===== config.mk =====
export PLATFORM = sky130hd
export DESIGN_NAME = uart_tx_ctrl
export DESIGN_NICKNAME = d
export VERILOG_FILES = /design/src/rtl/uart_tx_pkg.sv /design/src/rtl/uart_tx_serializer.sv /design/src/rtl/uart_tx_ctrl.sv
export SDC_FILE = /design/constraint.sdc
export NUM_CORES = 1
export LEC_CHECK = 0
export BUFFER_PORTS_ARGS = -buffer_cell sky130_fd_sc_hd__buf_2
export CORE_MARGIN = 4
export CORE_UTILIZATION = 50
export DETAILED_ROUTE_END_ITERATION = 16
export GPL_TIMING_DRIVEN = 0
export PLACE_DENSITY = 0.78
export SLEW_MARGIN = 0
export SYNTH_ARGS = -nofsm -noshare
export SYNTH_HDL_FRONTEND = slang
export SYNTH_SLANG_ARGS = --single-unit

===== constraint.sdc =====
create_clock -name CLK -period 2.85 [get_ports CLK]
set_input_delay 0.855 -clock CLK [delete_from_list [all_inputs] [get_ports CLK]]
set_output_delay 0.855 -clock CLK [all_outputs]
set_load 0.005 [all_outputs]

===== src/rtl/uart_tx_pkg.sv =====
// Shared definitions for the UART TX frame controller: state encoding and line levels.
package uart_tx_pkg;

  localparam logic [2:0] ST_IDLE   = 3'd0;
  localparam logic [2:0] ST_START  = 3'd1;
  localparam logic [2:0] ST_DATA   = 3'd2;
  localparam logic [2:0] ST_PARITY = 3'd3;
  localparam logic [2:0] ST_STOP   = 3'd4;

  typedef enum logic [2:0] {
    IDLE   = ST_IDLE,
    START  = ST_START,
    DATA   = ST_DATA,
    PARITY = ST_PARITY,
    STOP   = ST_STOP
  } state_e;

  localparam logic START_BIT = 1'b0;
  localparam logic STOP_BIT  = 1'b1;

endpackage


===== src/rtl/uart_tx_serializer.sv =====
// Shift register and bit counter for the TX data phase; presents the bit that goes
// on the line at the next edge.
module uart_tx_serializer #(
  parameter int Width = 8
) (
  input  logic             clk_i,
  input  logic             rst_i,
  input  logic             load_i,
  input  logic             shift_i,
  input  logic [Width-1:0] data_i,
  output logic             ser_bit_o,
  output logic             ser_done_o
);

  localparam int CntW = $clog2(Width);
  localparam logic [CntW-1:0] LastIdx = CntW'(Width - 1);

  logic [Width-1:0] shreg_q, shreg_d;
  logic [CntW-1:0]  cnt_q, cnt_d;

  assign ser_done_o = (cnt_q == LastIdx);
  // While shifting, the bit leaving for the line is the one about to move into bit 0.
  assign ser_bit_o  = shift_i ? shreg_q[1] : shreg_q[0];

  always_comb begin
    // NOTE: every output of this block gets a default first, so no path can infer a latch.
    shreg_d = shreg_q;
    cnt_d   = cnt_q;
    if (load_i) begin
      shreg_d = data_i;
      cnt_d   = '0;
    end else if (shift_i && !ser_done_o) begin
      shreg_d = {1'b0, shreg_q[Width-1:1]};
      cnt_d   = cnt_q + 1'b1;
    end
  end

  always_ff @(posedge clk_i) begin
    // NOTE: non-blocking assignments so every register samples pre-edge values.
    if (rst_i) begin
      shreg_q <= '0;
      cnt_q   <= '0;
    end else begin
      shreg_q <= shreg_d;
      cnt_q   <= cnt_d;
    end
  end

endmodule


===== src/rtl/uart_tx_ctrl.sv =====
// UART TX frame controller: start bit, LSB-first data, optional parity, stop bit.
// TX_OUT and Busy are registered; the stop cycle already shows Busy low.
module uart_tx_ctrl
  import uart_tx_pkg::*;
#(
  parameter int Width = 8
) (
  input  logic             CLK,
  input  logic             RST,
  input  logic [Width-1:0] P_DATA,
  input  logic             DATA_VALID,
  input  logic             PAR_EN,
  input  logic             Parity_bit,
  output logic             TX_OUT,
  output logic             Busy
);

  state_e state_q, state_d;
  logic   tx_q, tx_d;
  logic   busy_q, busy_d;
  logic   par_en_q, par_en_d;
  logic   ser_load, ser_shift, ser_bit, ser_done;

  uart_tx_serializer #(
    .Width(Width)
  ) u_serializer (
    .clk_i     (CLK),
    .rst_i     (RST),
    .load_i    (ser_load),
    .shift_i   (ser_shift),
    .data_i    (P_DATA),
    .ser_bit_o (ser_bit),
    .ser_done_o(ser_done)
  );

  assign TX_OUT = tx_q;
  assign Busy   = busy_q;

  always_comb begin
    state_d   = state_q;
    tx_d      = tx_q;
    busy_d    = busy_q;
    par_en_d  = par_en_q;
    ser_load  = 1'b0;
    ser_shift = 1'b0;

    unique case (state_q)
      // Busy is already low during the stop bit, so a waiting word starts with no gap.
      IDLE, STOP: begin
        if (DATA_VALID) begin
          ser_load = 1'b1;
          par_en_d = PAR_EN;
          state_d  = START;
          tx_d     = START_BIT;
          busy_d   = 1'b1;
        end else begin
          state_d  = IDLE;
          tx_d     = STOP_BIT;
          busy_d   = 1'b0;
        end
      end
      START: begin
        state_d = DATA;
        tx_d    = ser_bit;
      end
      DATA: begin
        if (ser_done) begin
          state_d = par_en_q ? PARITY : STOP;
          tx_d    = par_en_q ? Parity_bit : STOP_BIT;
          busy_d  = par_en_q;
        end else begin
          ser_shift = 1'b1;
          tx_d      = ser_bit;
        end
      end
      PARITY: begin
        state_d = STOP;
        tx_d    = STOP_BIT;
        busy_d  = 1'b0;
      end
      default: begin
        state_d = IDLE;
        tx_d    = STOP_BIT;
        busy_d  = 1'b0;
      end
    endcase
  end

  always_ff @(posedge CLK) begin
    if (RST) begin
      state_q  <= IDLE;
      tx_q     <= STOP_BIT;
      busy_q   <= 1'b0;
      par_en_q <= 1'b0;
    end else begin
      state_q  <= state_d;
      tx_q     <= tx_d;
      busy_q   <= busy_d;
      par_en_q <= par_en_d;
    end
  end

endmodule


* Word-level counts from Yosys, hierarchy flattened *
Cells that the tools add are included.

operators by class
  add/sub/neg operators = 1
  equal/unequal tests = 6
  mux-type cells = 17
  bitwise logic cells = 1
  reduce and logical (&&, ||, !) cells = 8

operators with widths
  operator               count
  $mux W8                2
  $pmux W3 S4            1
  $mux W1                10
  $eq A3 B2 Y1 const B   2
  $eq A3 B3 Y1 const B   2
  $mux W3                2
  $pmux W1 S3            2
  $reduce_and A2 Y1      2
  $reduce_or A2 Y1       2
  $add A3 B1 Y3 const B  1
  $eq A3 B1 Y1 const B   1
  $logic_not A3 Y1       1
  $ne A2 B1 Y1 const B   1
  $reduce_bool A2 Y1     1
  $logic_and A1 B1 Y1    1
  $logic_not A1 Y1       1
  $not A1 Y1             1

word-level totals
  bits in registers = 17
  bits of input ports = 13
  output and inout port bits = 2
  logic and storage cells = 39

* Longest topological paths before layout *
  depth in word-level cells = 6
  gate-level depth with buffers = 6
  gate-level depth less buffers = 5

* Modules after synthesis *
From an unflattened synthesis, not the netlist that was laid out.

second synthesis, totals
  cells, all modules = 91
  area total of the unflattened synthesis = 923.4 um2

modules (own cells, without submodules)
  module              instances  cells each  area an instance (um2)  sequential area each (um2)
  uart_tx_serializer  1          58          613.1                   220.2
  uart_tx_ctrl        1          33          310.3                   120.1

* Worst setup path before layout *
No wires, ideal clock.

  kind = in2reg
  from = input port DATA_VALID
  to = register u_serializer.shreg_q[0]
  setup time = 0.091 ns
  arrival time = 1.636 ns
  data required time = 2.759 ns
  setup slack = 1.123 ns
  stages = 4
  buffers on the path = 2
  path through = or3b_1 -> buf_2 -> buf_6 -> a311oi_1

between the ends
  cells in the longest elaborated chain, start to end = 3
  elaborated cells on any way between the ends = 4
  classes of those cells = 3 x mux; 1 x reduce/logical

RTL lines
  what                                                  RTL line                  source
  from (decl)                                           uart_tx_ctrl.sv:11        input logic DATA_VALID,
  $mux W1 *                                             uart_tx_ctrl.sv:50        if (DATA_VALID) begin
  $mux W1 *                                             uart_tx_ctrl.sv:47        unique case (state_q)
  $mux W8 / $reduce_bool A2 Y1 (equally long branches)  n/a
  to (signal assigned)                                  uart_tx_serializer.sv:44  shreg_q <= shreg_d;
  to (decl)                                             uart_tx_serializer.sv:18  logic [Width-1:0] shreg_q, shreg_d;

Every way passes the cells marked *; elsewhere a longest branch is shown, timed or not.
A chain may end at the register's enable or synchronous reset.

* Final worst setup path *
  from = register u_serializer.cnt_q[0]
  to = register u_serializer.shreg_q[4]

between the ends
  cells in the longest elaborated chain, start to end = 5
  elaborated cells on any way between the ends = 6
  classes of those cells = 1 x eq/ne; 2 x mux; 3 x reduce/logical

RTL lines
  what                                   RTL line                  source
  from (decl)                            uart_tx_serializer.sv:19  logic [CntW-1:0] cnt_q, cnt_d;
  from (signal assigned)                 uart_tx_serializer.sv:45  cnt_q <= cnt_d;
  $eq A3 B3 Y1 *                         uart_tx_serializer.sv:21  assign ser_done_o = (cnt_q == LastIdx);
  $mux W1                                uart_tx_ctrl.sv:67        if (ser_done) begin
  $mux W1                                uart_tx_ctrl.sv:47
  $logic_and A1 B1 Y1 *                  uart_tx_serializer.sv:32  end else if (shift_i && !ser_done_o) begin
  $reduce_bool A2 Y1 (no source line) *  n/a

Marks and branches as above.

==> metrics <==
Placed Area 872 sq um; GP Congestion 0.737; maximum clock path buffer count 2; Gate Count Post-Synth 86; number of synthesized register bits 17; crit-path most repeated cell ha_1; Seq/Total Area, Yosys 43.5%; Clock Tree Root clkbuf_4; Final Hold Viols 0; IO Port Bufs 14; Worst-Margin Slew 0.650 ns; CP startpoint kind flip-flop; max cap viols 0; design area 898 sq um; IO Pins 15; synth warn 0; Synth area leaders dfxtp_1 (44%), nand2_1 (8.6%), a311oi_1 (7.8%), nor2_1 (3.8%), ha_1 (3.2%); Leak 0.353 nW; GRT overflow 0; fmax 529 MHz; RSZ-0062 raised after global routing no; CP Cell Sequence ha_1 > ha_1 > nor4b_4 > nand2_1 > a311oi_1; DIE AREA 2260 sq um; post-synth top area cell dfxtp_1; vias per cell 5.48; diode count 0; Core ar. 1490 sq um; CTS tree yes; cts hold-fix bufs 0; Setup Fix Bufs, Post-CTS 0; setup slack, reg-to-reg 0.96 ns; area fraction of the dominant cell type after synthesis 43.5%; Starting Density 52.5%; storage element area 340 sq um; critical path type flip-flop to flip-flop; DRT iter0 DRCs 15; Avg Cell Area, Syn 9.09 sq um; CTS clk-pin slew, worst paths 0.10 ns; H-tree levels 1; Synth Net Count 101; Row Count 14; Max-slew headroom 56.5%; share of layout cells above drive strength 1 23.1%; Total Wirelength 1550 um; Pre-antenna DRT Iters 4; # setup viols final 0; Setup WS post-layout 0.960 ns; maximum vdd drop 0.293 mV; Synth cell types 29; CP peak stage delay 0.59 ns; status finished, final reports clean; Final min period 1.89 ns; Worst Path Arrival 2.09 ns; number of global-route vias before repair 569; largest net degree at the start of global routing 11; Hold WC Path Type flip-flop to flip-flop; Worst EP required 3.05 ns; Final #Nets 120; aggregate global-route resource usage 15.7%; Fillers 134; multi-input logic area 398 sq um; Worst setup EP type flip-flop; Synth-to-Final Area Change 14.9%; DRT antenna net count 0; hpwl dp 1090 um; CP max-delay cell nor4b_4; TritonCTS buffer count 3; Pins Over Slew Limit 0; initial antenna violation count 0; hold slack 0.477 ns; Worst-Skew Late Latency 0.29 ns; Place WS 0.904 ns; drc violations 0; CP max FO 10; wire length per cell 12.9 um; PwrDens 526 nW/um^2; Final Skew 0.00360 ns; clk sink count 17; final worst-path cycle share 66.3%; Mapped Area 782 sq um; total number of vias 657; die height 47.5 um; Die X 47.5 um; first-pass GRT wire length 2470 um; # resized after CTS 0; final setup TNS 0 ns
==> metal layers <==
metal  global-route usage, %  vias up  part of all wire [%]
li1                        -      342                     -
met1                    20.0      298                    46
met2                    24.1       17                    49
met3                    6.77        0                   4.7
met4                    4.84        0                     0
met5                       0        -                     0
==> cells in the final DEF, fill, tap and decap left out <==
cell,n
a211oi_1,1
a21boi_0,1
a21oi_1,3
a2bb2oi_1,1
a311oi_1,7
a31o_2,1
buf_2,16
buf_6,2
clkbuf_1,3
clkbuf_4,3
dfxtp_1,17
ha_1,2
inv_1,1
mux2i_1,2
nand2_1,18
nand2b_1,3
nand3_1,2
nand4b_1,1
nor2_1,8
nor3_1,2
nor3_2,1
nor3b_1,1
nor4b_4,1
o21ai_0,1
o31a_1,1
o32ai_1,1
or2b_1,1
or3b_1,1
or4b_1,1
xnor2_1,1
==> flip-flops by register name, summed over array words and instances, names as in the netlist <==
name,flops
Busy,1
TX_OUT,1
u_serializer.shreg_q,8
par_en_q,1
u_serializer.cnt_q,3
state_q,3
==> path summary, 6_finish.rpt <==
path | start | to | cells past startpoint
max | u_serializer.cnt_q[0]$_SDFFE_PP0P_ | u_serializer.shreg_q[4]$_SDFFE_PP0P_ | 5
min | u_serializer.shreg_q[7]$_SDFFE_PP0P_ | u_serializer.shreg_q[7]$_SDFFE_PP0P_ | 2
max reg2reg | u_serializer.cnt_q[0]$_SDFFE_PP0P_ | u_serializer.shreg_q[4]$_SDFFE_PP0P_ | 5
min reg2reg | u_serializer.shreg_q[7]$_SDFFE_PP0P_ | u_serializer.shreg_q[7]$_SDFFE_PP0P_ | 2
==> stage by stage <==
step | instances | util, % | power [mW]
after detailed placement | 116 | 58.6 | 0.349
after global placement | 116 | 58.6 | 0.347
after CTS | 120 | 60.3 | 0.475
final | 120 | 60.3 | 0.472
after floorplan | 86 | - | 0.325
after global routing | 120 | 60.3 | 0.495
==> kinds of logic (layout without fill, tap and decap cells) <==
group                      after synthesis  after routing  synth area share (%)
and+or+nand+nor                         40             40                  27.2
AOI/OAI and AO/OA                       17             17                  16.8
DFF                                     17             17                  43.5
buffers and inverters                    7             25                  5.60
adders and majority gates                2              2                  3.20
muxes                                    2              2                  2.56
xor gates and xnor gates                 1              1                  1.12
==> final cells by class <==
cell class                      count  share of cell area [%]
Buffer                              6                    4.46
Clock buffer                        4                    2.92
Inverter                            1                   0.418
Multi-Input combinational cell     62                    44.3
Sequential cell                    17                    37.9
Tap cell                           16                    2.23
Timing Repair Buffer               14                    7.80
==> cell usage after synthesis <==
cell type and instances:
dfxtp_1 17, nor3_2 1, o21ai_0 1, inv_1 1, buf_2 2, nand2_1 18
clkbuf_1 2, or3b_1 1, a2bb2oi_1 1, a21boi_0 1, o32ai_1 1, nor3b_1 1
nand4b_1 1, or2b_1 1, nor2_1 8, nor4b_4 1, mux2i_1 2, o31a_1 1
nand2b_1 3, ha_1 2, buf_6 2, a311oi_1 7, nor3_1 2, nand3_1 2
or4b_1 1, a21oi_1 3, a211oi_1 1, xnor2_1 1, a31o_2 1
==> critical path: cells and delay by family (launching register included) <==
family | cells | cell delay (ns)
AO/OA/AOI/OAI | 1 | 0.29
AND/OR/NAND/NOR | 2 | 0.71
flip-flops | 1 | 0.33
adder cells (fa/ha/maj) | 2 | 0.46
==> report_power, final <==
group / switching [mW] / internal (mW)
Clock: 0.0729 / 0.0544
Combinational: 0.0422 / 0.0378
Sequential: 0.00921 / 0.256
Total: 0.124 / 0.348
(Power assumes the default switching activity.)
